$ cat src/rtl/multicycle_pkg.sv
// Shared encodings for the multicycle RV32I control path: FSM states,
// opcodes, ALUOp/ALUControl codes and datapath select values.
package multicycle_pkg;

  localparam int STATE_W = 4;

  typedef enum logic [STATE_W-1:0] {
    S_FETCH    = 4'd0,
    S_DECODE   = 4'd1,
    S_MEMADR   = 4'd2,
    S_MEMREAD  = 4'd3,
    S_MEMWB    = 4'd4,
    S_MEMWRITE = 4'd5,
    S_EXECUTER = 4'd6,
    S_EXECUTEI = 4'd7,
    S_ALUWB    = 4'd8,
    S_BEQ      = 4'd9,
    S_JAL      = 4'd10,
    S_TRAP     = 4'd11
  } state_e;

  localparam logic [6:0] OP_LW  = 7'b0000011;
  localparam logic [6:0] OP_SW  = 7'b0100011;
  localparam logic [6:0] OP_R   = 7'b0110011;
  localparam logic [6:0] OP_I   = 7'b0010011;
  localparam logic [6:0] OP_BEQ = 7'b1100011;
  localparam logic [6:0] OP_JAL = 7'b1101111;

  localparam logic [1:0] ALUOP_ADD   = 2'b00;
  localparam logic [1:0] ALUOP_SUB   = 2'b01;
  localparam logic [1:0] ALUOP_FUNCT = 2'b10;

  localparam logic [2:0] ALU_ADD = 3'b000;
  localparam logic [2:0] ALU_SUB = 3'b001;
  localparam logic [2:0] ALU_AND = 3'b010;
  localparam logic [2:0] ALU_OR  = 3'b011;
  localparam logic [2:0] ALU_SLT = 3'b101;

  localparam logic [1:0] IMM_I = 2'b00;
  localparam logic [1:0] IMM_S = 2'b01;
  localparam logic [1:0] IMM_B = 2'b10;
  localparam logic [1:0] IMM_J = 2'b11;

  localparam logic [1:0] RES_ALUOUT    = 2'b00;
  localparam logic [1:0] RES_DATA      = 2'b01;
  localparam logic [1:0] RES_ALURESULT = 2'b10;

  localparam logic [1:0] SRCA_PC    = 2'b00;
  localparam logic [1:0] SRCA_OLDPC = 2'b01;
  localparam logic [1:0] SRCA_RD1   = 2'b10;

  localparam logic [1:0] SRCB_RD2  = 2'b00;
  localparam logic [1:0] SRCB_IMM  = 2'b01;
  localparam logic [1:0] SRCB_FOUR = 2'b10;

endpackage

$ cat src/rtl/multicycle_ctrl_alu_decoder.sv
// Combinational ALU decoder: maps ALUOp plus instruction funct fields to
// the ALUControl code driven to the shared ALU.
module alu_decoder
  import multicycle_pkg::*;
(
  input  logic [1:0] alu_op_i,
  input  logic [2:0] funct3_i,
  input  logic       funct7b5_i,
  input  logic       op5_i,
  output logic [2:0] alu_control_o
);

  // funct3 000 is sub only for R-type (op[5]=1) with funct7b5 set
  always_comb begin
    alu_control_o = ALU_ADD;
    case (alu_op_i)
      ALUOP_ADD: alu_control_o = ALU_ADD;
      ALUOP_SUB: alu_control_o = ALU_SUB;
      ALUOP_FUNCT: begin
        case (funct3_i)
          3'b000: begin
            if (op5_i && funct7b5_i) alu_control_o = ALU_SUB;
            else                     alu_control_o = ALU_ADD;
          end
          3'b010:  alu_control_o = ALU_SLT;
          3'b110:  alu_control_o = ALU_OR;
          3'b111:  alu_control_o = ALU_AND;
          default: alu_control_o = ALU_ADD;
        endcase
      end
      default: alu_control_o = ALU_ADD;
    endcase
  end

endmodule

$ cat src/rtl/multicycle_ctrl.sv
// Main control FSM of the multicycle RV32I core. Defining
// MULTICYCLE_ILLEGAL_TRAP_EN adds a TRAP state and the Illegal output.
module multicycle_ctrl
  import multicycle_pkg::*;
#(
  parameter int RESET_STATE_W = 4
)
(
  input  logic       clk,
  input  logic       rst_n,
  input  logic [6:0] op,
  input  logic [2:0] funct3,
  input  logic       funct7b5,
  input  logic       Zero,
  input  logic       MemReady,
  output logic       PCWrite,
  output logic       AdrSrc,
  output logic       MemWrite,
  output logic       IRWrite,
  output logic [1:0] ResultSrc,
  output logic [1:0] ALUSrcA,
  output logic [1:0] ALUSrcB,
  output logic [2:0] ALUControl,
  output logic [1:0] ImmSrc,
  output logic       RegWrite
`ifdef MULTICYCLE_ILLEGAL_TRAP_EN
  ,
  output logic       Illegal
`endif
);

  logic [RESET_STATE_W-1:0] state_q;
  state_e                   state_s;
  state_e                   state_d;

  logic       pc_write_s;
  logic       ir_write_s;
  logic       mem_write_s;
  logic       reg_write_s;
  logic       adr_src_s;
  logic [1:0] result_src_s;
  logic [1:0] alu_src_a_s;
  logic [1:0] alu_src_b_s;
  logic [1:0] alu_op_s;
`ifdef MULTICYCLE_ILLEGAL_TRAP_EN
  logic       illegal_s;
`endif

  assign state_s = state_e'(state_q[STATE_W-1:0]);

  // State register
  always_ff @(posedge clk or negedge rst_n) begin
    if (!rst_n) state_q <= RESET_STATE_W'(S_FETCH);
    else        state_q <= RESET_STATE_W'(state_d);
  end

  // Next state and Moore outputs; FETCH/BEQ strobes also follow MemReady/Zero
  always_comb begin
    state_d      = state_s;
    pc_write_s   = 1'b0;
    ir_write_s   = 1'b0;
    mem_write_s  = 1'b0;
    reg_write_s  = 1'b0;
    adr_src_s    = 1'b0;
    result_src_s = RES_ALUOUT;
    alu_src_a_s  = SRCA_PC;
    alu_src_b_s  = SRCB_RD2;
    alu_op_s     = ALUOP_ADD;
`ifdef MULTICYCLE_ILLEGAL_TRAP_EN
    illegal_s    = 1'b0;
`endif
    case (state_s)
      S_FETCH: begin
        result_src_s = RES_ALURESULT;
        alu_src_b_s  = SRCB_FOUR;
        pc_write_s   = MemReady;
        ir_write_s   = MemReady;
        if (MemReady) state_d = S_DECODE;
        else          state_d = S_FETCH;
      end
      S_DECODE: begin
        alu_src_a_s = SRCA_OLDPC;
        alu_src_b_s = SRCB_IMM;
        case (op)
          OP_LW, OP_SW: state_d = S_MEMADR;
          OP_R:         state_d = S_EXECUTER;
          OP_I:         state_d = S_EXECUTEI;
          OP_BEQ:       state_d = S_BEQ;
          OP_JAL:       state_d = S_JAL;
`ifdef MULTICYCLE_ILLEGAL_TRAP_EN
          default:      state_d = S_TRAP;
`else
          default:      state_d = S_FETCH;
`endif
        endcase
      end
      S_MEMADR: begin
        alu_src_a_s = SRCA_RD1;
        alu_src_b_s = SRCB_IMM;
        if (op == OP_LW) state_d = S_MEMREAD;
        else             state_d = S_MEMWRITE;
      end
      S_MEMREAD: begin
        adr_src_s = 1'b1;
        if (MemReady) state_d = S_MEMWB;
        else          state_d = S_MEMREAD;
      end
      S_MEMWB: begin
        result_src_s = RES_DATA;
        reg_write_s  = 1'b1;
        state_d      = S_FETCH;
      end
      S_MEMWRITE: begin
        adr_src_s   = 1'b1;
        mem_write_s = 1'b1;
        if (MemReady) state_d = S_FETCH;
        else          state_d = S_MEMWRITE;
      end
      S_EXECUTER: begin
        alu_src_a_s = SRCA_RD1;
        alu_op_s    = ALUOP_FUNCT;
        state_d     = S_ALUWB;
      end
      S_EXECUTEI: begin
        alu_src_a_s = SRCA_RD1;
        alu_src_b_s = SRCB_IMM;
        alu_op_s    = ALUOP_FUNCT;
        state_d     = S_ALUWB;
      end
      S_ALUWB: begin
        reg_write_s = 1'b1;
        state_d     = S_FETCH;
      end
      S_BEQ: begin
        alu_src_a_s = SRCA_RD1;
        alu_op_s    = ALUOP_SUB;
        pc_write_s  = Zero;
        state_d     = S_FETCH;
      end
      S_JAL: begin
        alu_src_a_s = SRCA_OLDPC;
        alu_src_b_s = SRCB_FOUR;
        pc_write_s  = 1'b1;
        state_d     = S_ALUWB;
      end
`ifdef MULTICYCLE_ILLEGAL_TRAP_EN
      S_TRAP: begin
        illegal_s = 1'b1;
        state_d   = S_TRAP;
      end
`endif
      default: state_d = S_FETCH;
    endcase
  end

  // Immediate format from opcode; unknown opcodes fall back to I-format
  always_comb begin
    ImmSrc = IMM_I;
    case (op)
      OP_LW, OP_I: ImmSrc = IMM_I;
      OP_SW:       ImmSrc = IMM_S;
      OP_BEQ:      ImmSrc = IMM_B;
      OP_JAL:      ImmSrc = IMM_J;
      default:     ImmSrc = IMM_I;
    endcase
  end

  alu_decoder u_alu_decoder (
    .alu_op_i      (alu_op_s),
    .funct3_i      (funct3),
    .funct7b5_i    (funct7b5),
    .op5_i         (op[5]),
    .alu_control_o (ALUControl)
  );

  // Strobes are gated by rst_n so they drop the instant reset asserts
  assign PCWrite   = pc_write_s  & rst_n;
  assign IRWrite   = ir_write_s  & rst_n;
  assign MemWrite  = mem_write_s & rst_n;
  assign RegWrite  = reg_write_s & rst_n;
  assign AdrSrc    = adr_src_s;
  assign ResultSrc = result_src_s;
  assign ALUSrcA   = alu_src_a_s;
  assign ALUSrcB   = alu_src_b_s;
`ifdef MULTICYCLE_ILLEGAL_TRAP_EN
  assign Illegal   = illegal_s;
`endif

endmodule

$ cat config.mk
export PLATFORM = sky130hd
export DESIGN_NAME = multicycle_ctrl
export DESIGN_NICKNAME = d
export VERILOG_FILES = /design/src/rtl/multicycle_pkg.sv /design/src/rtl/multicycle_ctrl_alu_decoder.sv /design/src/rtl/multicycle_ctrl.sv
export SDC_FILE = /design/constraint.sdc
export NUM_CORES = 1
export LEC_CHECK = 0
export CORE_MARGIN = 8
export CORE_UTILIZATION = 40
export CTS_CLUSTER_DIAMETER = 120
export CTS_CLUSTER_SIZE = 8
export DETAILED_ROUTE_END_ITERATION = 7
export PLACE_DENSITY = 0.83
export SYNTH_ARGS = -nofsm -noshare
export SYNTH_HDL_FRONTEND = slang
export SYNTH_HIERARCHICAL = 1
export SYNTH_SLANG_ARGS = --single-unit
$ cat constraint.sdc
create_clock -name clk -period 2.3 [get_ports clk]
set_input_delay 0.46 -clock clk [delete_from_list [all_inputs] [get_ports clk]]
set_output_delay 0.46 -clock clk [all_outputs]
set_load 0.01 [all_outputs]
==> impl_metrics.toml <==
[finish]
nNetsFinal = 151
largestRegisters = "state_q (4)"
antenna_cells_inserted = 0
largest_register_ffs = 4
regMostFlops = "state_q"
stdcell_count = 148
num-fill-cells = 109
finish.utilization = 0.7775
drive_gt1_frac = 0.3485
syn_to_final_growth_pct = 80.38

[clock_tree]
clock_sink_count = 4
clk_pin_slew_ps = 40
clockBufferDepth = 2
cts-hold-fix-buffers = 0
cts-buffers-inserted = 3
clk_latency_ps = 230
root_buffer = "clkbuf_4"
cts_tree = "done"
htreeDepth = 1

[synth]
synth-edff-count = 0
syn_avg_cell_area_um2 = 8.011
synth_area_leaders = "dfrtp_1 15%, xor2_1 4.0%, ha_1 3.8%"
syn_inst = 82
seq_area_frac_synth = 0.1524
ys_warn_count = 6
syn_area_um2 = 656.9
ys_async_sr_fraction = 1.000
synth_compound_area_frac = 0.1810
synthFlopType = "dfrtp_1"
synthMuxAreaShare = 0
synthSimpleGateAreaFrac = 0.4762
synth_top_area_cell = "dfrtp_1"
synthTopCellsByCount = "6 x nor2_1, 4 x dfrtp_1, 4 x inv_1, 4 x nand2_1, 4 x nor2b_1"
synthAdderAreaFrac = 0.03810
yosysMostFrequentCell = "nor2_1"
synth.distinct_cells = 44
synth_top_family_by_area = "simple AND/OR/NAND/NOR gates"
yosysTopAreaCellShare = 0.1524
synth_fp_nets = 99
ys_ff_latch = 4
yosys.area_share.xor_xnor = 0.06667

[global_routing]
track_usage = 0.1387
grt_max_degree = 18
antenna_found_initial = 0
grt_pass1_vias = 897
grt_pass1_wl_um = 3829
grt_overflow_total = 0

[sta]
hold_violations = 0
whs_ps = 612.6
finalCritPeriodShare = 0.9799
fmax_mhz = 443.7
finalSetupViolations = 0
setup_slack_ps = 46.27
worst_clock_skew_ps = 4.478
post-route-min-period_ps = 2254
maxSlewHeadroom = 0.7267
finalMaxSlewViolations = 0
tightest_slew_ps = 404.4
tns_ps = 0

[power]
powerDensity_nw_per_um2 = 268.1
ir_worst_vdd_uv = 391.7
leakagePower_nw = 0.5832

[setup_path]
slowest_delay_ps = 380
start_kind = "register"
crit_path_frequent_cell = "buf_4"
end_kind = "primary output"
worst-path-stages = 7
cp_top_family = "buffers and inverters"
path_class = "reg -> out"
cpMaxStageDelayCell = "dfrtp_1"
cp_max_fo = 3
cp.arrival_ps = 1790
crit_buf_inv = 3
ff2ff_path_depth = 5
cp_cell_sequence = "buf_4, nor2b_1, and2_4, ha_4, buf_4, a221oi_2, buf_2"
cp.required_ps = 1840

[drt]
dr.first_iter.drc_count = 21
antenna_left = 0
vias_per_cell = 5.689
drc = 0
wl_per_cell_um = 16.59
dr.pass1.iters = 4
vias = 842
drt-total-wl_um = 2456

[floorplan]
ios = 31
start_util = 0.4310
rows = 14
die-area_um2 = 3195
die-height_um = 56.53
core_area_um2 = 1524
fp.dieW_um = 56.53

[job]
cap_violations = 0

[worst_hold_path]
min_path_type = "in -> async"

[place]
place_congestion = 0.8169
io_buffers = 30
post-place-ws_ps = -333.3
dp_cells = 144
dp_hpwl_um = 1756

[status]
status = "completed"
logic make-up after synthesis:
group | count (synthesis)
AO/OA/AOI/OAI | 15
flip-flops | 4
adder cells (fa/ha/maj) | 2
buffers and inverters | 10
XOR/XNOR | 5
AND/OR/NAND/NOR | 46
path summary, 6_finish.rpt:
kind,from,endpoint,slack (ps)
max,state_q[2]$_DFF_PN0_,ALUControl[0],50
min,rst_n,state_q[3]$_DFF_PN0_,610
max reg2reg,state_q[2]$_DFF_PN0_,state_q[2]$_DFF_PN0_,800
min reg2reg,state_q[3]$_DFF_PN0_,state_q[0]$_DFF_PN0_,730
max in group asynchronous,rst_n,state_q[0]$_DFF_PN0_,1580
min in group clk,state_q[3]$_DFF_PN0_,state_q[0]$_DFF_PN0_,730
power breakdown:
| part | total [mW] | switching (mW) | internal [mW] |
|---|---|---|---|
| logic | 0.157 | 0.0697 | 0.0873 |
| registers | 0.0755 | 0.00189 | 0.0736 |
| clock network | 0.0851 | 0.0269 | 0.0582 |
through the flow:
step                      power (mW)  area (µm²)
final                         0.3177        1185
after CTS                     0.3129        1162
after detailed placement      0.2248        1101
after floorplan               0.1392       656.9
after global routing          0.3350        1185
after global placement        0.2197        1101
layer usage:
layer	vias up	global-route usage	part of all wire
met3	4	0.02472	0.065
met5	-	0	0
li1	408	-	-
met2	40	0.2555	0.54
met4	0	0.05498	0.011
met1	390	0.1494	0.38
cells in the final DEF (no fill, tap or decap), types with 4 or more instances in the layout:
master	instances
dlygate4sd2_1	4
buf_4	22
nand2_1	4
dfrtp_1	4
clkdlybuf4s50_1	17
nor2_1	5
dlymetal6s2s_1	4
nor2b_1	4
timing repair:
item	CTS	global route
resized for setup	25	14
endpoints found under the setup margin	8	8
setup buffers	0	1
pin swaps	2	4
area by class of cell:
cell class | instances | area, µm² | area share
clock buffers | 3 | 22.52 | 0.01901
inverters | 4 | 15.01 | 0.01267
flip-flops and latches | 4 | 100.1 | 0.08448
well taps | 16 | 20.02 | 0.01690
multi-input cells | 68 | 570.5 | 0.4815
repair buffers | 53 | 456.7 | 0.3854
Note: power is estimated with default switching activity, not from simulation.
